File: config.mk
export PLATFORM = sky130hd
export DESIGN_NAME = pe_result_pack
export DESIGN_NICKNAME = d
export VERILOG_FILES = /design/src/rtl/pe_result_pack.sv
export SDC_FILE = /design/constraint.sdc
export NUM_CORES = 2
export LEC_CHECK = 0
export ABC_CLOCK_PERIOD_IN_PS = 10000
export CAP_MARGIN = 10
export CORE_ASPECT_RATIO = 1.4
export CORE_MARGIN = 2
export CORE_UTILIZATION = 30
export CTS_BUF_LIST = sky130_fd_sc_hd__clkbuf_4 sky130_fd_sc_hd__clkbuf_8
export DETAILED_ROUTE_END_ITERATION = 12
export GPL_ROUTABILITY_DRIVEN = 0
export PLACE_DENSITY = 0.58
export SETUP_SLACK_MARGIN = 0.4
export SYNTH_ARGS = -nofsm -noshare
export SYNTH_HDL_FRONTEND = slang
export SYNTH_SLANG_ARGS = --single-unit
export TNS_END_PERCENT = 20
File: constraint.sdc
create_clock -name clk -period 10 [get_ports clk]
set_input_delay 1 -clock clk [delete_from_list [all_inputs] [get_ports clk]]
set_output_delay 1 -clock clk [all_outputs]
set_load 0.05 [all_outputs]
File: src/rtl/pe_result_pack.sv
// rtl/pe_result_pack.sv - packs a stream of 32-bit PE results into wide output lines
module pe_result_pack #(
    parameter int LANES = 16
) (
    input  logic                  clk,
    input  logic                  rst_n,
    input  logic                  start,
    input  logic [15:0]           base_addr,
    input  logic [15:0]           num_results,
    input  logic [31:0]           res_i,
    input  logic                  res_vld_i,
    output logic                  stall_o,
    output logic                  wr_en_o,
    output logic [15:0]           wr_addr_o,
    output logic [32*LANES-1:0]   wr_data_o,
    output logic [LANES-1:0]      wr_mask_o,
    input  logic                  wr_rdy_i,
    output logic                  busy_o,
    output logic                  done_o,
    output logic                  ovf_err_o
);

    localparam int LW = (LANES > 1) ? $clog2(LANES) : 1;
    localparam int DW = 32 * LANES;

    typedef enum logic [1:0] {
        IDLE    = 2'd0,
        COLLECT = 2'd1,
        FLUSH   = 2'd2,
        DONE    = 2'd3
    } state_t;

    state_t          state_q, state_d;
    logic [LW-1:0]   lane_q, lane_d;
    logic [15:0]     cnt_q, cnt_d;
    logic [15:0]     num_q, num_d;
    logic [15:0]     addr_q, addr_d;
    logic [DW-1:0]   pack_data_q, pack_data_d;
    logic [LANES-1:0] pack_mask_q, pack_mask_d;
    logic            line_full_q, line_full_d;
    logic            wr_en_q, wr_en_d;
    logic [15:0]     wr_addr_q, wr_addr_d;
    logic [DW-1:0]   wr_data_q, wr_data_d;
    logic [LANES-1:0] wr_mask_q, wr_mask_d;
    logic            done_q, done_d;
    logic            ovf_q, ovf_d;

    logic            accept;
    logic            drop;
    logic            drain;
    logic            buf_free;
    logic [15:0]     cnt_inc;
    logic            last_result;
    logic            lane_last;
    logic [DW-1:0]   upd_data;
    logic [LANES-1:0] upd_mask;

    // Next-state logic: result packing, output buffer hand-off and job sequencing
    always_comb begin
        state_d     = state_q;
        lane_d      = lane_q;
        cnt_d       = cnt_q;
        num_d       = num_q;
        addr_d      = addr_q;
        pack_data_d = pack_data_q;
        pack_mask_d = pack_mask_q;
        line_full_d = line_full_q;
        wr_en_d     = wr_en_q;
        wr_addr_d   = wr_addr_q;
        wr_data_d   = wr_data_q;
        wr_mask_d   = wr_mask_q;
        ovf_d       = ovf_q;
        upd_data    = pack_data_q;
        upd_mask    = pack_mask_q;

        accept      = (state_q == COLLECT) && res_vld_i && !line_full_q;
        drop        = res_vld_i && !accept;
        drain       = wr_en_q && wr_rdy_i;
        buf_free    = !wr_en_q || drain;
        cnt_inc     = cnt_q + 16'd1;
        last_result = (cnt_inc == num_q);
        lane_last   = (lane_q == LW'(LANES - 1));

        // A drained buffer empties unless a new line is loaded below.
        if (drain) begin
            wr_en_d = 1'b0;
        end

        case (state_q)
            IDLE: begin
                if (start) begin
                    ovf_d       = 1'b0;
                    lane_d      = '0;
                    cnt_d       = '0;
                    pack_data_d = '0;
                    pack_mask_d = '0;
                    line_full_d = 1'b0;
                    addr_d      = base_addr;
                    num_d       = num_results;
                    state_d     = (num_results == 16'd0) ? DONE : COLLECT;
                end
            end
            COLLECT: begin
                // A held line moves out as soon as the buffer frees.
                if (line_full_q && buf_free) begin
                    wr_en_d     = 1'b1;
                    wr_addr_d   = addr_q;
                    wr_data_d   = pack_data_q;
                    wr_mask_d   = pack_mask_q;
                    addr_d      = addr_q + 16'd1;
                    pack_data_d = '0;
                    pack_mask_d = '0;
                    line_full_d = 1'b0;
                end
                if (accept) begin
                    upd_data[{lane_q, 5'b00000} +: 32] = res_i;
                    upd_mask[lane_q] = 1'b1;
                    cnt_d  = cnt_inc;
                    lane_d = lane_q + LW'(1);
                    if (lane_last || last_result) begin
                        lane_d = '0;
                        if (buf_free) begin
                            wr_en_d     = 1'b1;
                            wr_addr_d   = addr_q;
                            wr_data_d   = upd_data;
                            wr_mask_d   = upd_mask;
                            addr_d      = addr_q + 16'd1;
                            pack_data_d = '0;
                            pack_mask_d = '0;
                        end else begin
                            pack_data_d = upd_data;
                            pack_mask_d = upd_mask;
                            line_full_d = 1'b1;
                        end
                    end else begin
                        pack_data_d = upd_data;
                        pack_mask_d = upd_mask;
                    end
                    if (last_result) begin
                        state_d = FLUSH;
                    end
                end
            end
            FLUSH: begin
                if (line_full_q && buf_free) begin
                    wr_en_d     = 1'b1;
                    wr_addr_d   = addr_q;
                    wr_data_d   = pack_data_q;
                    wr_mask_d   = pack_mask_q;
                    addr_d      = addr_q + 16'd1;
                    pack_data_d = '0;
                    pack_mask_d = '0;
                    line_full_d = 1'b0;
                end
                // Finished once the last line leaves and nothing is waiting behind it.
                if (drain && !line_full_q) begin
                    state_d = DONE;
                end
            end
            DONE: begin
                state_d = IDLE;
            end
            default: begin
                state_d = IDLE;
            end
        endcase

        if (drop) begin
            ovf_d = 1'b1;
        end

        done_d = (state_d == DONE);
    end

    // State register with asynchronous clear
    always_ff @(posedge clk or negedge rst_n) begin
        if (!rst_n) begin
            state_q     <= IDLE;
            lane_q      <= '0;
            cnt_q       <= '0;
            num_q       <= '0;
            addr_q      <= '0;
            pack_data_q <= '0;
            pack_mask_q <= '0;
            line_full_q <= 1'b0;
            wr_en_q     <= 1'b0;
            wr_addr_q   <= '0;
            wr_data_q   <= '0;
            wr_mask_q   <= '0;
            done_q      <= 1'b0;
            ovf_q       <= 1'b0;
        end else begin
            state_q     <= state_d;
            lane_q      <= lane_d;
            cnt_q       <= cnt_d;
            num_q       <= num_d;
            addr_q      <= addr_d;
            pack_data_q <= pack_data_d;
            pack_mask_q <= pack_mask_d;
            line_full_q <= line_full_d;
            wr_en_q     <= wr_en_d;
            wr_addr_q   <= wr_addr_d;
            wr_data_q   <= wr_data_d;
            wr_mask_q   <= wr_mask_d;
            done_q      <= done_d;
            ovf_q       <= ovf_d;
        end
    end

    assign stall_o   = line_full_q;
    assign wr_en_o   = wr_en_q;
    assign wr_addr_o = wr_addr_q;
    assign wr_data_o = wr_data_q;
    assign wr_mask_o = wr_mask_q;
    assign busy_o    = (state_q != IDLE);
    assign done_o    = done_q;
    assign ovf_err_o = ovf_q;

endmodule

After elaboration in Yosys (flattened, before gate mapping). Index checks and enable logic that the tools add are counted. Widths: inputs -> output; s select.

Bits in registers: 1130. Input bits: 69. Output and inout port bits: 549.

$add $sub $neg: 4. Order comparisons: 2. Equality and inequality tests: 8. Shift operators: 2. Mux-type cells: 62. Bitwise logic cells: 1. Reduce and logical (&&, ||, !) cells: 24.

Operator list (number): $mux 512 (9); $pmux 512 s3 (1); $pmux 512 s2 (1); $bwmux 512 (1); $shift 32x11->512 const A (1); $shiftx 32x11->512 (1); $mux 16 (19); $pmux 16 s2 (3); $pmux 16 s3 (2); $add 16x1->16 const B (2); $eq 16x16->1 (1); $logic_not 16->1 (1); $or 16x16->16 (1); $mux 1 (13); $mux 4 (3); $neg 9->11 (1); $mux 2 (5); $reduce_bool 2->1 (5); $pmux 2 s4 (1); $pmux 4 s2 (1); $logic_and 1x1->1 (7); $eq 2x2->1 const B (3); $reduce_and 2->1 (3); $lt 4x5->1 const B (1); 13 further kinds (17).

Longest topological paths before layout.
Word-level depth: 9. Depth in mapped cells: 15.

Worst setup path after synthesis. Ideal clock, no wire load.

Path kind: reg-to-reg. Start: register cnt_q[0]. End: register wr_data_q[448] (netlist: wr_data_o[448]). Library setup time: 0.153 ns. Arrival time: 3.351 ns. Data required time: 9.847 ns. Setup slack: 6.496 ns. Stages on the path, launching flop included: 14. Buffers on the path: 2. Period minus slack after synthesis: 3.504 ns. Cell sequence: dfrtp_1 > ha_1 > and4_1 > clkbuf_1 > nand3_1 > a2111oi_0 > o2111ai_1 > a2111o_1 > o21a_1 > nor3_4 > buf_2 > nand2_1 > a21oi_2 > a221oi_2.

Cells in the longest elaborated chain, start to end: 6.

RTL lines: start: declaration (line 35) `logic [15:0] cnt_q, cnt_d;`; start signal: assignment (line 195) `cnt_q <= cnt_d;`; $add 16x1->16 (line 80) `cnt_inc = cnt_q + 16'd1;`; $eq 16x16->1 (line 81) `last_result = (cnt_inc == num_q);`; $logic_or 1x1->1 (line 120) `if (lane_last || last_result) begin`; $mux 512 (line 120); $mux 512 (line 115) `if (accept) begin`; $pmux 512 s2 (line 89) `case (state_q)`; end signal: assignment (line 203) `wr_data_q <= wr_data_d;`; end: declaration (line 43) `logic [DW-1:0] wr_data_q, wr_data_d;`.

No other way between the ends. A chain may end at the register's enable or synchronous reset.

Worst setup path after layout.
Start: register cnt_q[0]. End: register pack_data_q[153].

Cells in the longest elaborated chain, start to end: 6.

RTL lines: $add 16x1->16 (line 80); $eq 16x16->1 (line 81); $logic_or 1x1->1 (line 120); $mux 512 (line 120); $mux 512 (line 115); $pmux 512 s3 (line 89); end signal: assignment (line 198) `pack_data_q <= pack_data_d;`; end: declaration (line 38) `logic [DW-1:0] pack_data_q, pack_data_d;`.

No other way between the ends.

==> flow_summary_export.csv <==
group,metric,value,unit
status,outcome,"completed",
place,dp.cells,7907,
power_and_ir_drop,p_per_area,209.4,nW/um2
global_routing,antenna_found_initial,9,
timing,hold_violations,0,
synth,async_flop_share,100.0,%
final_layout,final_nets,5893,
floorplanning,pin_count,618,
synth,synth.top_cells.by_area,"dfrtp_1, a21oi_1, nor2_1",
clock_tree,root_buffer,"clkbuf_8",
final_layout,drive_gt1_share,9.494,%
critical_path,start_kind,"flip-flop",
floorplanning,die_h,497.6,um
global_routing,grt_max_degree,189,
clock_tree,ctsResizeCount,0,
timing,setup-tns-final,0,ns
clock_tree,clkTransAtPathRegs,0.06,ns
final_layout,instances_no_fill,8246,
clock_tree,cts_tree,"yes",
clock_tree,h-tree-depth,4,
final_layout,area.growth.synth_to_final,23.19,%
timing,maxSlewViolCount,0,
synth,yosysTopAreaCell,"dfrtp_1",
critical_path,worst_path_most_repeated_cell,"buf_4",
timing,worstMarginPinSlew,1.350,ns
synth,yosys.area.top_type_share,54.15,%
clock_tree,insertion_delay,1.00,ns
routing,vias,46180,
floorplanning,start_util,30.14,%
critical_path,cp_slowest_cell,"buf_4",
floorplanning,dieArea,177500,um2
critical_path,max_stage_delay,0.79,ns
routing,wl,212700,um
floorplanning,rows,181,
place,postPlaceCellArea,60170,um2
place,io_buffers,617,
routing,drt-pass1-iter-count,6,
synth,synth_nets,5496,
timing,finalCriticalPeriod,5.598,ns
routing,routedWlPerCell,25.80,um
global_routing,overflow,0,
global_routing,grt_pass1_vias,44480,
synth,synth-seq-area-share,54.15,%
timing,rsz0062_at_grt,"false",
critical_path,crit_arrival,6.38,ns
synth,yosysMostFrequentCell,"dfrtp_1",
timing,setup_viol,0,
floorplanning,coreArea,173200,um2
synth,ys_types,73,
timing,final.setup_skew,0.08288,ns
critical_path,cp_max_fo,77,
critical_path,crit_chain,"ha_1 > and4_1 > nand3_1 > a2111oi_0 > o2111ai_1 > a2111o_1 > o21ai_4 > nand2_2 > nand3_4 > buf_4 > buf_4 > o21ai_0",
timing,max_slew_margin,10.00,%
global_routing,track_usage,23.23,%
critical_path,worst_setup_path_end_kind,"flip-flop",
final_layout,fillers,17280,
power_and_ir_drop,irDropWorstVdd,0.4483,mV
routing,post-route-drc-count,0,
worst_hold_path,hp-class,"in2async",
routing,vias_per_cell,5.600,
power_and_ir_drop,power.leakage,27.70,nW
routing,drt_iter0_markers,4240,
job,max_cap_viol_count,0,
synth,yosys_warnings,0,
synth,synth_edf_count,0,
clock_tree,cts_hold_buf,0,
floorplanning,die_w,356.6,um
clock_tree,numClockSinks,1130,
timing,period_share,55.98,%
synth,synth-seq-cells,1130,
timing,max_freq,178.6,MHz
synth,syn_area_per_cell,9.643,um2
critical_path,cp.required,10.78,ns
clock_tree,post-cts-setup-buffer-count,0,
global_routing,grt_first_pass_wirelength,308600,um
routing,ant_nets,0,
clock_tree,clockBufferDepth,3,
final_layout,design_area,64320,um2
synth,synth_top_cells_by_count,"dfrtp_1, nor2_1, a21oi_1",
synth,synthFlopType,"dfrtp_1",
critical_path,critical_path.top_delay_family,"compound AO/OA/AOI/OAI gates",
place,hpwlAfterDp,131600,um
synth,synthCells,5415,
critical_path,worstSetupPathType,"reg2reg",
synth,synth_area,52220,um2
clock_tree,numCtsBuffers,189,
critical_path,crit_buf_inv,2,
==> layout by cell type (no fill, tap or decap), types with 17 or more instances in the layout <==
cell type / instances
a211oi_1: 29
a21oi_1: 642
a221oi_1: 21
a221oi_2: 45
a22o_1: 134
a31oi_1: 34
buf_4: 89
clkbuf_4: 53
clkbuf_8: 236
clkdlybuf4s50_1: 606
clkinv_2: 18
dfrtp_1: 1130
inv_1: 71
mux2_2: 34
mux2i_1: 108
nand2_1: 531
nand3_1: 43
nor2_1: 673
nor3_1: 111
o21ai_0: 420
o22a_1: 199
o22ai_1: 156
o2bb2ai_1: 224
o31ai_1: 17
o32ai_1: 18
xor2_1: 17
==> cells by family (layout without fill, tap and decap cells) <==
family	after synthesis	after routing	synth area share, %
AO/OA/AOI/OAI	2039	2039	26.08
buffers and inverters	584	1120	4.548
other	0	8	0
flip-flops	1130	1130	54.15
AND/OR/NAND/NOR	1476	1476	11.59
XOR/XNOR	32	32	0.5367
multiplexers	142	142	2.804
adder cells (fa/ha/maj)	12	12	0.2875
==> state kept, by name (all words and copies together), names as in the netlist <==
register	count
addr_q	16
cnt_q	16
done_o	1
lane_q	4
num_q	16
ovf_err_o	1
pack_data_q	512
pack_mask_q	16
stall_o	1
state_q	2
wr_addr_o	16
wr_data_o	512
wr_en_o	1
wr_mask_o	16
==> per-stage QoR <==
| stage | power [mW] | setup slack [ns] | utilization [%] | hold WS, ns |
|---|---|---|---|---|
| after detailed placement | 8.994 | 3.961 | 34.73 | 0.4733 |
| final | 13.47 | 4.402 | 37.13 | 0.1243 |
| after floorplan | 7.356 | 6.496 | - | 0.4561 |
| after global placement | 8.955 | 4.073 | 34.73 | 0.4703 |
| after CTS | 13.55 | 4.542 | 37.10 | 0.07096 |
| after global routing | 13.98 | 4.167 | 37.12 | 0.1263 |
==> layer usage <==
metal  up-vias  share of wire, %  GRT usage, %
met5         -             0.012             0
met4         4               4.0         9.116
met3       345                12         9.015
met2      1981                43         33.91
met1     23420                41         30.74
li1      20430                 -             -
==> worst paths after layout <==
kind	startpoint	endpoint	slack, ns	depth (start not counted)
worst max-delay path	cnt_q[0]	pack_data_q[153]	4.40	12
min in group clk	pack_data_q[468]	pack_data_q[468]	0.49	1
worst min register to register	pack_data_q[468]	pack_data_q[468]	0.49	1
worst min-delay path	rst_n	wr_data_o[285]	0.12	1
max in group asynchronous	rst_n	wr_data_o[337]	7.53	3
worst max register to register	cnt_q[0]	pack_data_q[153]	4.40	12
==> layout make-up <==
class | count | area (um2) | share of cell area, %
multi-input cells | 3701 | 21730 | 33.78
well taps | 2287 | 2861 | 4.449
repair buffers | 718 | 7047 | 10.96
flip-flops and latches | 1130 | 28280 | 43.96
diodes | 8 | 20.02 | 0.03112
clock inverters | 41 | 464.2 | 0.7217
inverters | 72 | 277.8 | 0.4318
clock buffers | 289 | 3646 | 5.668
==> power by group <==
group	leakage, nW	switching (mW)	internal, mW	total (mW)
registers	15.7	0.157	4.70	4.85
clock network	2.17	2.07	2.47	4.54
logic	9.81	3.30	0.778	4.08
total	27.7	5.53	7.94	13.5
Note: power is estimated with default switching activity, not from simulation.
